===== src/rtl/icache_intc_pkg.sv =====
// Shared types and counter widths for the icache interconnect
// core/aux request scheduler.
package icache_intc_pkg;

  typedef enum logic {
    CORE_PRI = 1'b0,
    AUX_PRI  = 1'b1
  } sched_state_e;

  // Sized for the largest legal CORE_WEIGHT / MAX_STARVE (255).
  localparam int unsigned WEIGHT_CNT_W = 8;
  localparam int unsigned STARVE_CNT_W = 8;

endpackage


===== src/rtl/icache_intc_credit_cnt.sv =====
// In-flight request counter: credit check and sticky
// underflow flag for retire pulses with nothing in flight.
module icache_intc_credit_cnt #(
  parameter int unsigned MAX_OUTSTANDING = 4
) (
  input  logic                               clk_i,
  input  logic                               rst_ni,
  input  logic                               hs_i,
  input  logic                               rsp_i,
  output logic [$clog2(MAX_OUTSTANDING+1)-1:0] count_o,
  output logic                               credit_ok_o,
  output logic                               err_o
);

  localparam int unsigned CW = $clog2(MAX_OUTSTANDING + 1);
  localparam logic [CW-1:0] MAX_C = CW'(MAX_OUTSTANDING);

  logic [CW-1:0] cnt_q, cnt_d;
  logic          err_q, err_d;
  logic          inc, dec;

  assign inc = hs_i & ~rsp_i;
  assign dec = rsp_i & ~hs_i;

  always_comb begin
    cnt_d = cnt_q;
    err_d = err_q;
    unique case (1'b1)
      inc: cnt_d = cnt_q + 1'b1;
      dec: begin
        if (cnt_q == '0) err_d = 1'b1;
        else             cnt_d = cnt_q - 1'b1;
      end
      default: ;
    endcase
  end

  always_ff @(posedge clk_i or negedge rst_ni) begin
    if (!rst_ni) begin
      cnt_q <= '0;
      err_q <= 1'b0;
    end else begin
      cnt_q <= cnt_d;
      err_q <= err_d;
    end
  end

  assign count_o     = cnt_q;
  assign credit_ok_o = (cnt_q < MAX_C);
  assign err_o       = err_q;

endmodule


===== src/rtl/icache_intc_aux_sched.sv =====
// Weighted core/aux arbiter in front of an icache bank with
// aux starvation guard and outstanding-request credit limit.
module icache_intc_aux_sched
  import icache_intc_pkg::*;
#(
  parameter int unsigned ADDRESS_WIDTH   = 32,
  parameter int unsigned UID_WIDTH       = 17,
  parameter int unsigned CORE_WEIGHT     = 8,
  parameter int unsigned MAX_STARVE      = 16,
  parameter int unsigned MAX_OUTSTANDING = 4
) (
  input  logic                     clk_i,
  input  logic                     rst_ni,
  input  logic                     req_core_i,
  input  logic [ADDRESS_WIDTH-1:0] addr_core_i,
  input  logic [UID_WIDTH-1:0]     uid_core_i,
  output logic                     gnt_core_o,
  input  logic                     req_aux_i,
  input  logic [ADDRESS_WIDTH-1:0] addr_aux_i,
  input  logic [UID_WIDTH-1:0]     uid_aux_i,
  output logic                     gnt_aux_o,
  output logic                     request_o,
  output logic [ADDRESS_WIDTH-1:0] address_o,
  output logic [UID_WIDTH-1:0]     UID_o,
  input  logic                     grant_i,
  input  logic                     response_i,
  output logic [$clog2(MAX_OUTSTANDING+1)-1:0] outstanding_o,
  output logic                     aux_pri_o,
  output logic                     err_o
);

  localparam logic [WEIGHT_CNT_W-1:0] WEIGHT_C =
    WEIGHT_CNT_W'(CORE_WEIGHT);
  localparam logic [STARVE_CNT_W-1:0] STARVE_C =
    STARVE_CNT_W'(MAX_STARVE);

  sched_state_e state_q, state_d;
  logic [WEIGHT_CNT_W-1:0] weight_q, weight_d, weight_inc;
  logic [STARVE_CNT_W-1:0] starve_q, starve_d;

  logic credit_ok;
  logic aux_win;
  logic hs, core_hs, aux_hs;

  // Work-conserving: the favoured side yields when idle.
  assign aux_win = (state_q == AUX_PRI) ? req_aux_i
                 : (req_aux_i & ~req_core_i);

  assign request_o  = (req_core_i | req_aux_i) & credit_ok;
  assign address_o  = aux_win ? addr_aux_i : addr_core_i;
  assign UID_o      = aux_win ? uid_aux_i  : uid_core_i;
  assign hs         = grant_i & request_o;
  assign gnt_core_o = hs & ~aux_win;
  assign gnt_aux_o  = hs & aux_win;
  assign core_hs    = gnt_core_o;
  assign aux_hs     = gnt_aux_o;
  assign aux_pri_o  = (state_q == AUX_PRI);
  assign weight_inc = weight_q + 1'b1;

  always_comb begin
    state_d  = state_q;
    weight_d = weight_q;
    starve_d = '0;
    if (req_aux_i && !gnt_aux_o) begin
      starve_d = (starve_q == STARVE_C) ? starve_q
               : starve_q + 1'b1;
    end
    unique case (state_q)
      CORE_PRI: begin
        if (core_hs) begin
          if (weight_inc == WEIGHT_C) begin
            state_d  = AUX_PRI;
            weight_d = '0;
          end else begin
            weight_d = weight_inc;
          end
        end
      end
      AUX_PRI: begin
        if (aux_hs) state_d = CORE_PRI;
      end
      default: state_d = CORE_PRI;
    endcase
    // Starvation overrides the weighted rotation.
    if (starve_d == STARVE_C) begin
      state_d  = AUX_PRI;
      weight_d = '0;
    end
  end

  always_ff @(posedge clk_i or negedge rst_ni) begin
    if (!rst_ni) begin
      state_q  <= CORE_PRI;
      weight_q <= '0;
      starve_q <= '0;
    end else begin
      state_q  <= state_d;
      weight_q <= weight_d;
      starve_q <= starve_d;
    end
  end

  icache_intc_credit_cnt #(
    .MAX_OUTSTANDING(MAX_OUTSTANDING)
  ) u_credit (
    .clk_i       (clk_i),
    .rst_ni      (rst_ni),
    .hs_i        (hs),
    .rsp_i       (response_i),
    .count_o     (outstanding_o),
    .credit_ok_o (credit_ok),
    .err_o       (err_o)
  );

endmodule


===== config.mk =====
export PLATFORM = sky130hd
export DESIGN_NAME = icache_intc_aux_sched
export DESIGN_NICKNAME = d
export VERILOG_FILES = /design/src/rtl/icache_intc_pkg.sv /design/src/rtl/icache_intc_credit_cnt.sv /design/src/rtl/icache_intc_aux_sched.sv
export SDC_FILE = /design/constraint.sdc
export NUM_CORES = 1
export LEC_CHECK = 0
export ABC_AREA = 1
export CAP_MARGIN = 25
export CORE_AREA = 8 8 92 94
export CTS_BUF_LIST = sky130_fd_sc_hd__clkbuf_4 sky130_fd_sc_hd__clkbuf_8
export DETAILED_ROUTE_END_ITERATION = 16
export DIE_AREA = 0 0 100 102
export PLACE_DENSITY_LB_ADDON = 0.08
export SLEW_MARGIN = 15
export SYNTH_ARGS = -nofsm -noshare
export SYNTH_HDL_FRONTEND = slang
export SYNTH_SLANG_ARGS = --single-unit
export TNS_END_PERCENT = 5

===== constraint.sdc =====
create_clock -name clk_i -period 4.7 [get_ports clk_i]
set_clock_uncertainty 0.15 [all_clocks]
set_input_delay 0.94 -clock clk_i [delete_from_list [all_inputs] [get_ports clk_i]]
set_output_delay 0.94 -clock clk_i [all_outputs]
set_load 0.02 [all_outputs]

# --- After elaboration in Yosys (flattened, before gate mapping) ---
# Index checks and enable logic that the tools add are counted.
classes:
  addsub: 4
  n_lt_le_gt_ge: 1
  eq_ne: 5
  n_mux: 16
  bitwise_logic: 13
  n_reduce_logical: 8
op_table:
  columns: ["operator", "count"]
  rows:
  - ["$mux W8", 6]
  - ["$mux W32", 1]
  - ["$mux W17", 1]
  - ["$add A8 B1 Y8 const B", 2]
  - ["$eq A8 B5 Y1 const B", 2]
  - ["$eq A8 B4 Y1 const B", 1]
  - ["$and A1 B1 Y1", 7]
  - ["$pmux W3 S2", 1]
  - ["$reduce_and A2 Y1", 3]
  - ["$mux W1", 5]
  - ["$not A1 Y1", 5]
  - ["$reduce_bool A2 Y1", 2]
  - ["$add A3 B1 Y3 const B", 1]
  - ["$logic_not A3 Y1", 1]
  - ["$lt A3 B3 Y1 const B", 1]
  - ["$mux W3", 1]
  - ["$sub A3 B1 Y3 const B", 1]
  - ["$ne A2 B1 Y1 const B", 1]
  - ["$ne A2 B2 Y1 const B", 1]
  - ["$pmux W1 S2", 1]
  - ["$logic_and A1 B1 Y1", 1]
  - ["$logic_not A1 Y1", 1]
  - ["$or A1 B1 Y1", 1]
totals:
  regBits: 21
  inputBits: 104
  out_inout_bits: 57
  wordCells: 52

# --- Logic depth before layout (Yosys ltp) ---
# Gate-level depths: netlist of the first run.
depth:
  word_depth: 10
  ltp_mapped: 12

# --- Hierarchy ---
# Synthesis of the first run repeated with hierarchy kept, for this count alone.
unflattened:
  hier_cells: 374
  hier_area_um2: 2035.7
modules_own_cells:
  columns: ["module", "n_inst", "cells_per_inst", "area_each_um2", "seq_area_each_um2"]
  rows:
  - ["icache_intc_aux_sched", 1, 341, 1791.7, 425.4]
  - ["icache_intc_credit_cnt", 1, 33, 244.0, 100.1]

# --- Least setup slack after synthesis of the first run ---
# No wires, ideal clock.
synth_path:
  kind: "input-to-output"
  startpoint: "in req_aux_i"
  endpoint: "out UID_o[10]"
  arrival_ns: 1.754
  t_required_ns: 3.610
  path_slack_ns: 1.856
  path_stages: 6
  path_cell_list: "inv_1 > a21oi_4 > buf_2 > buf_2 > nand2_1 > nand2_1"
synth_via:
  elab_chain_cells: 3
synth_lines:
  columns: ["element", "line_no", "source"]
  rows:
  - ["start, declared", "icache_intc_aux_sched.sv:18", "input logic req_aux_i,"]
  - ["$and A1 B1 Y1", "icache_intc_aux_sched.sv:47", ": (req_aux_i & ~req_core_i);"]
  - ["$mux W1 (*)", "icache_intc_aux_sched.sv:46", "assign aux_win = (state_q == AUX_PRI) ? req_aux_i"]
  - ["$mux W17 (*)", "icache_intc_aux_sched.sv:51", "assign UID_o = aux_win ? uid_aux_i : uid_core_i;"]
  - ["end, declared", "icache_intc_aux_sched.sv:24", "output logic [UID_WIDTH-1:0] UID_o,"]
# Every way passes the cells marked *; elsewhere a longest branch is shown, timed or not.

# --- Worst setup path after layout of the first run ---
layout_path:
  startpoint: "in req_aux_i"
  endpoint: "out UID_o[16]"
# Same word-level chain as after synthesis.

==> impl_metrics.csv, run 1 <==
group,metric,value,unit
setup_path,slowest_stage,"clkdlybuf4s50_1",
synthesis,syn_area,2030,um^2
setup_path,r2r-start,"aux_pri_o",
synthesis,synthTopCellsByArea,"nand2_1, dfrtp_1, inv_1, nor2_1, nand3_1",
cts,numCtsBuffers,3,
setup_path,r2r-end,"weight_q[0]",
timing,setup_viol,0,
cts,cts_resized,0,
setup_path,cp_max_fo,35,
setup_path,required,3610,ps
setup_path,crit_path_end_kind,"output port",
pwr,finalPower,1.20,mW
cts,htree_num_levels,1,
route,wl,9260,um
cts,ctsHoldBuffers,0,
timing,rsz0062_at_grt,"false",
floorplan,core_area,7060,um^2
setup_path,critPathArrivalTime,2910,ps
pwr,leakagePower,1.86,nW
cts,clockBufferDepth,2,
job,max_cap_viol_count,0,
synthesis,synth_cell_type_count,28,
global_route,grt_first_pass_wirelength,14500,um
global_route,grt-ovfl-total,0,
hold_path,min_from,"u_credit.err_o",
setup_path,startpoint_type,"input pin",
pwr,p_seq_share,24.2,%
pwr,vdd_drop_max,0.103,mV
synthesis,synth_common_cells,"nand2_1, inv_1, nor2_1, dfrtp_1, nand3_1",
synthesis,synth_fp_nets,479,
pwr,p_per_area,316,nW/um^2
synthesis,synth-seq-area-share,25.8,%
timing,fin_tns_setup,0,ps
pwr,clockPowerShare,10.4,%
synthesis,avgSynthCellArea,5.50,um^2
setup_path,cp_cell_sequence,"clkdlybuf4s50_1, inv_1, a21oi_4, buf_4, nand2_1, nand2_1, clkdlybuf4s50_1",
placed_design,place.gp.congestion,0.838,
finish,nets,638,
pwr,p_switching,0.539,mW
finish,diodes,0,
route,dr.pass1.iters,4,
synthesis,async_flop_share,100,%
timing,period_share,85.0,%
cts,numClockSinks,21,
placed_design,dp_hpwl,8030,um
pwr,intPower,0.664,mW
cts,post_cts_buffers,0,
hold_path,hold_path_class,"reg2reg",
global_route,antenna_found_initial,0,
finish,areaGrowthSynthToFinish,87.0,%
global_route,grt_start_max_net_pins,36,
placed_design,dp_slack,678,ps
cts,root_buffer,"clkbuf_8",
pwr,p_comb_share,65.4,%
setup_path,r2r_cells,10,
synthesis,synth_top_area_share,39.0,%
synthesis,synth_edf_count,0,
route,drc_errors,0,
timing,worst_slack,703,ps
timing,tightest_slew,390,ps
timing,hold_viol_final,0,
synthesis,yosysMostFrequentCell,"nand2_1",
setup_path,crit_type,"in2out",
floorplan,dieArea,10200,um^2
synthesis,yosysTopAreaCell,"nand2_1",
outcome,status,"complete, no violations",
synthesis,postSynthRegisterBits,21,
cts,clk_pin_slew_worst_paths,70,ps
timing,slew_headroom,73.9,%
route,drt.antenna.violating_nets,0,
synthesis,netlist_instances,370,
setup_path,slowest_delay,650,ps
floorplan,fp.dieH,102,um
floorplan,die_x,100,um
route,via_per_inst,4.31,
route,vias,2703,
timing,finalMaxSlewViolations,0,
floorplan,rows,31,
route,wl_per_cell,14.8,um
cts,clock_insertion_delay_worst_skew,260,ps
synthesis,yosys_warnings,0,
pwr,switching_share,44.8,%
timing,layout_min_cycle_time,4000,ps
finish,layout-drive-gt1-share,4.55,%
setup_path,worstSetupEndpoint,"UID_o[16]",
cts,cts_tree,"yes",
global_route,grt_pass1_vias,2892,
timing,clock.fmax,250,MHz
placed_design,port_buffers,160,
setup_path,startpoint,"req_aux_i",
setup_path,ff2ff_setup_slack,2710,ps
synthesis,synth_ff_type,"dfrtp_1",
floorplan,pin_count,161,
global_route,grt_use_total,18.1,%
route,drtIter0Drc,66,
floorplan,initial_core_util,28.8,%
-- registers in the layout, summed over array words and instances (netlist names) --
signal and cells:
aux_pri_o 1, starve_q 8, u_credit.count_o 3, u_credit.err_o 1
weight_q 8
-- metrics by stage --
step           util (%)  instance area [um^2]  std cells  hold slack (ps)
2_1_floorplan         -                  2030        370              403
3_3_place_gp       52.9                  3740        622              307
3_5_place_dp       52.9                  3740        622              316
4_1_cts            53.6                  3790        626              338
5_1_grt            53.8                  3800        627              359
6_report           53.8                  3800        627              336
-- kinds of logic after synthesis --
group / synth area share [%]
buf+inv: 9.54
simple gates: 53.4
fa+ha+maj: 3.45
compound gates: 6.52
flops: 25.8
xor+xnor: 1.29
-- area by class of cell --
type / count / area (um^2)
multi-input combinational: 300 / 1310
clock buffer: 4 / 48.8
timing repair buffer: 165 / 1650
tap: 99 / 124
sequential: 21 / 526
fill: 733 / 3260
inverter: 38 / 143
-- power by group through the flow --
stage,Sequential (mW),Clock [mW],Combinational [mW]
floorplan,0.306,0,0.411
global placement,0.291,0,0.787
detailed placement,0.293,0,0.792
CTS,0.290,0.127,0.798
global route,0.298,0.136,0.873
finish,0.291,0.125,0.787
-- worst min-delay path by stage --
| stage | endpoint | cells past startpoint | slack [ps] |
|---|---|---|---|
| floorplan | starve_q[3] | 3 | 400 |
| global route | u_credit.err_o | 1 | 360 |
| global placement | u_credit.err_o | 1 | 310 |
| finish | u_credit.err_o | 1 | 340 |
| CTS | u_credit.err_o | 1 | 340 |
| detailed placement | u_credit.err_o | 1 | 320 |
-- cell usage in the layout (no fill, tap or decap), types with 2 or more instances in the layout --
| cell | Yosys | final |
|---|---|---|
| xnor2_1 | 2 | 2 |
| buf_4 | 0 | 4 |
| clkdlybuf4s50_1 | 0 | 160 |
| nand2_2 | 2 | 2 |
| o21ai_2 | 5 | 5 |
| a21oi_1 | 3 | 3 |
| dfrtp_1 | 21 | 21 |
| inv_1 | 36 | 36 |
| nor2_2 | 2 | 2 |
| nor2_1 | 35 | 35 |
| nand3_1 | 17 | 17 |
| ha_1 | 4 | 4 |
| nand2_1 | 211 | 211 |
| clkbuf_8 | 0 | 3 |
| o21ai_0 | 4 | 4 |
| o21bai_1 | 3 | 3 |
| nand4_1 | 3 | 3 |
-- worst max-delay path: cells and delay by family --
kind,cells,cell delay [ps]
AOI/OAI and AO/OA,1,120
and+or+nand+nor,2,200
buffers and inverters,4,1660
-- layer usage --
layer,track usage [%],share of wire (%),vias up
met1,17.5,36,1180
met3,7.97,10,5
met4,3.49,0.76,0
li1,-,-,1428
met5,0,0,-
met2,34.9,53,90
Power figures use the tool's default switching activity.
==> run 2, diff against run 1 <==
--- a/config.mk
+++ b/config.mk
@@ -11,6 +11,7 @@
 export CTS_BUF_LIST = sky130_fd_sc_hd__clkbuf_4 sky130_fd_sc_hd__clkbuf_8
 export DETAILED_ROUTE_END_ITERATION = 16
 export DIE_AREA = 0 0 100 102
+export HOLD_SLACK_MARGIN = 0.1
 export PLACE_DENSITY_LB_ADDON = 0.08
 export SLEW_MARGIN = 15
 export SYNTH_ARGS = -nofsm -noshare
==> constraint.sdc (replaced) <==
create_clock -name clk_i -period 3.3 [get_ports clk_i]
set_clock_uncertainty 0.15 [all_clocks]
set_input_delay 0.66 -clock clk_i [delete_from_list [all_inputs] [get_ports clk_i]]
set_output_delay 0.66 -clock clk_i [all_outputs]
set_load 0.02 [all_outputs]
==> impl_metrics.csv, run 2 (same netlist as run 1, synthesis figures left out) <==
group,metric,value,unit
outcome,status,"complete, no violations",
floorplan,rows,31,
timing,layout_min_cycle_time,3220,ps
setup_path,slowest_delay,610,ps
finish,final_cell_mix,"nand2_1, clkdlybuf4s50_1, dlymetal6s2s_1",
hold_path,min_from,"u_credit.err_o",
setup_path,crit_path_end_kind,"output port",
cts,cts_resized,0,
placed_design,dp_hpwl,8050,um
timing,finalMaxSlewViolations,0,
setup_path,cpLargestDelayFamily,"buffers and inverters",
finish,final_common_cell,"nand2_1",
pwr,vdd_drop_max,0.162,mV
setup_path,r2r-start,"aux_pri_o",
cts,numCtsBuffers,3,
pwr,p_per_area,434,nW/um^2
global_route,grt_start_max_net_pins,51,
cts,clockBufferDepth,2,
setup_path,cp_num_buf_inv,3,
setup_path,required,2490,ps
timing,slew_headroom,73.3,%
timing,fin_tns_setup,0,ps
cts,post_cts_buffers,0,
setup_path,r2r_cells,10,
cts,htree_num_levels,1,
route,drtIter0Drc,75,
timing,hold_viol_final,0,
global_route,grt_first_pass_wirelength,14700,um
hold_path,hold_depth,1,
timing,clock.fmax,311,MHz
floorplan,die_x,100,um
global_route,antenna_found_initial,0,
route,wl,9430,um
finish,nets,640,
cts,clock_insertion_delay_worst_skew,260,ps
global_route,grt-ovfl-total,0,
cts,ctsHoldBuffers,0,
floorplan,pin_count,161,
hold_path,whs_endpoint,"u_credit.err_o",
route,wl_per_cell,15.0,um
finish,areaGrowthSynthToFinish,94.5,%
finish,multi_input_area,1310,um^2
setup_path,r2r-end,"weight_q[2]",
setup_path,cp_max_fo,50,
timing,whs,336,ps
floorplan,initial_core_util,28.8,%
cts,root_buffer,"clkbuf_8",
setup_path,crit_type,"in2out",
timing,period_share,97.5,%
finish,layout.area.seq,526,um^2
setup_path,startpoint_type,"input pin",
finish,layout-drive-gt1-share,5.09,%
cts,clk_pin_slew_worst_paths,80,ps
timing,setup_viol,0,
setup_path,cp_common_cell,"nand2_1",
route,via_per_inst,4.42,
placed_design,port_buffers,160,
setup_path,cp_cell_sequence,"clkdlybuf4s50_1, nand2_1, nand2_1, buf_12, nand2_1, nand2_1, clkdlybuf4s50_1",
floorplan,core_area,7060,um^2
placed_design,place.gp.congestion,0.856,
hold_path,hold_path_class,"reg2reg",
finish,diodes,0,
job,max_cap_viol_count,0,
timing,rsz0062_at_grt,"true",
route,drc_errors,0,
cts,cts_tree,"yes",
route,vias,2783,
setup_path,ff2ff_setup_slack,1300,ps
setup_path,slowest_stage,"clkdlybuf4s50_1",
global_route,grt_pass1_vias,2911,
timing,tightest_slew,399,ps
floorplan,fp.dieH,102,um
route,drt.antenna.violating_nets,0,
finish,fillers,688,
pwr,leakagePower,2.32,nW
route,dr.pass1.iters,5,
setup_path,critPathArrivalTime,2410,ps
global_route,grt_use_total,18.4,%
cts,numClockSinks,21,
floorplan,dieArea,10200,um^2
## run 2: cell count changes in the layout (fill, tap and decap cells not counted)
cell / before / now
dlymetal6s2s_1: 0 / 43
buf_8: 1 / 0
buf_6: 0 / 1
clkdlybuf4s50_1: 160 / 116
buf_12: 0 / 3
## run 2: routing by layer
metal  track usage, %  up-vias  wire length, um
li1                 -     1437                -
met1             17.9     1236             3250
met2             33.4       97             4910
met3             9.20       13             1080
met4             5.58        0              188
met5                0        -                0
## run 2: worst max path at each step
stage / cells past startpoint / to / start
2_1_floorplan: 6 / UID_o[10] / req_aux_i
3_3_place_gp: 7 / UID_o[9] / req_core_i
3_5_place_dp: 7 / address_o[31] / req_aux_i
4_1_cts: 7 / address_o[31] / req_aux_i
5_1_grt: 7 / UID_o[0] / req_aux_i
6_report: 7 / UID_o[10] / req_core_i
## run 2: cell type report
type	instances	area share (%)
inverters	38	3.61
multi-input cells	300	33.2
well taps	99	3.13
repair buffers	167	45.5
clock buffers	4	1.23
flip-flops and latches	21	13.3
## run 2: per-stage QoR
| step | area (um^2) | util [%] | setup WS [ps] | power, mW | cells |
|---|---|---|---|---|---|
| 5_1_grt | 3960 | 56.0 | -0.985 | 1.88 | 629 |
| 4_1_cts | 3840 | 54.4 | 36.6 | 1.76 | 629 |
| 6_report | 3960 | 56.0 | 83.3 | 1.72 | 629 |
| 3_3_place_gp | 3790 | 53.8 | 55.8 | 1.56 | 625 |
| 3_5_place_dp | 3790 | 53.8 | 36.2 | 1.57 | 625 |
| 2_1_floorplan | 2030 | - | 1020 | 1.02 | 370 |
## run 2: where the power goes
group / internal, mW / total, mW / leakage, nW / switching [mW]
Clock: 0.0943 / 0.179 / 0.0262 / 0.0850
Sequential: 0.329 / 0.415 / 0.273 / 0.0856
Combinational: 0.527 / 1.12 / 2.02 / 0.597
Total: 0.951 / 1.72 / 2.32 / 0.767
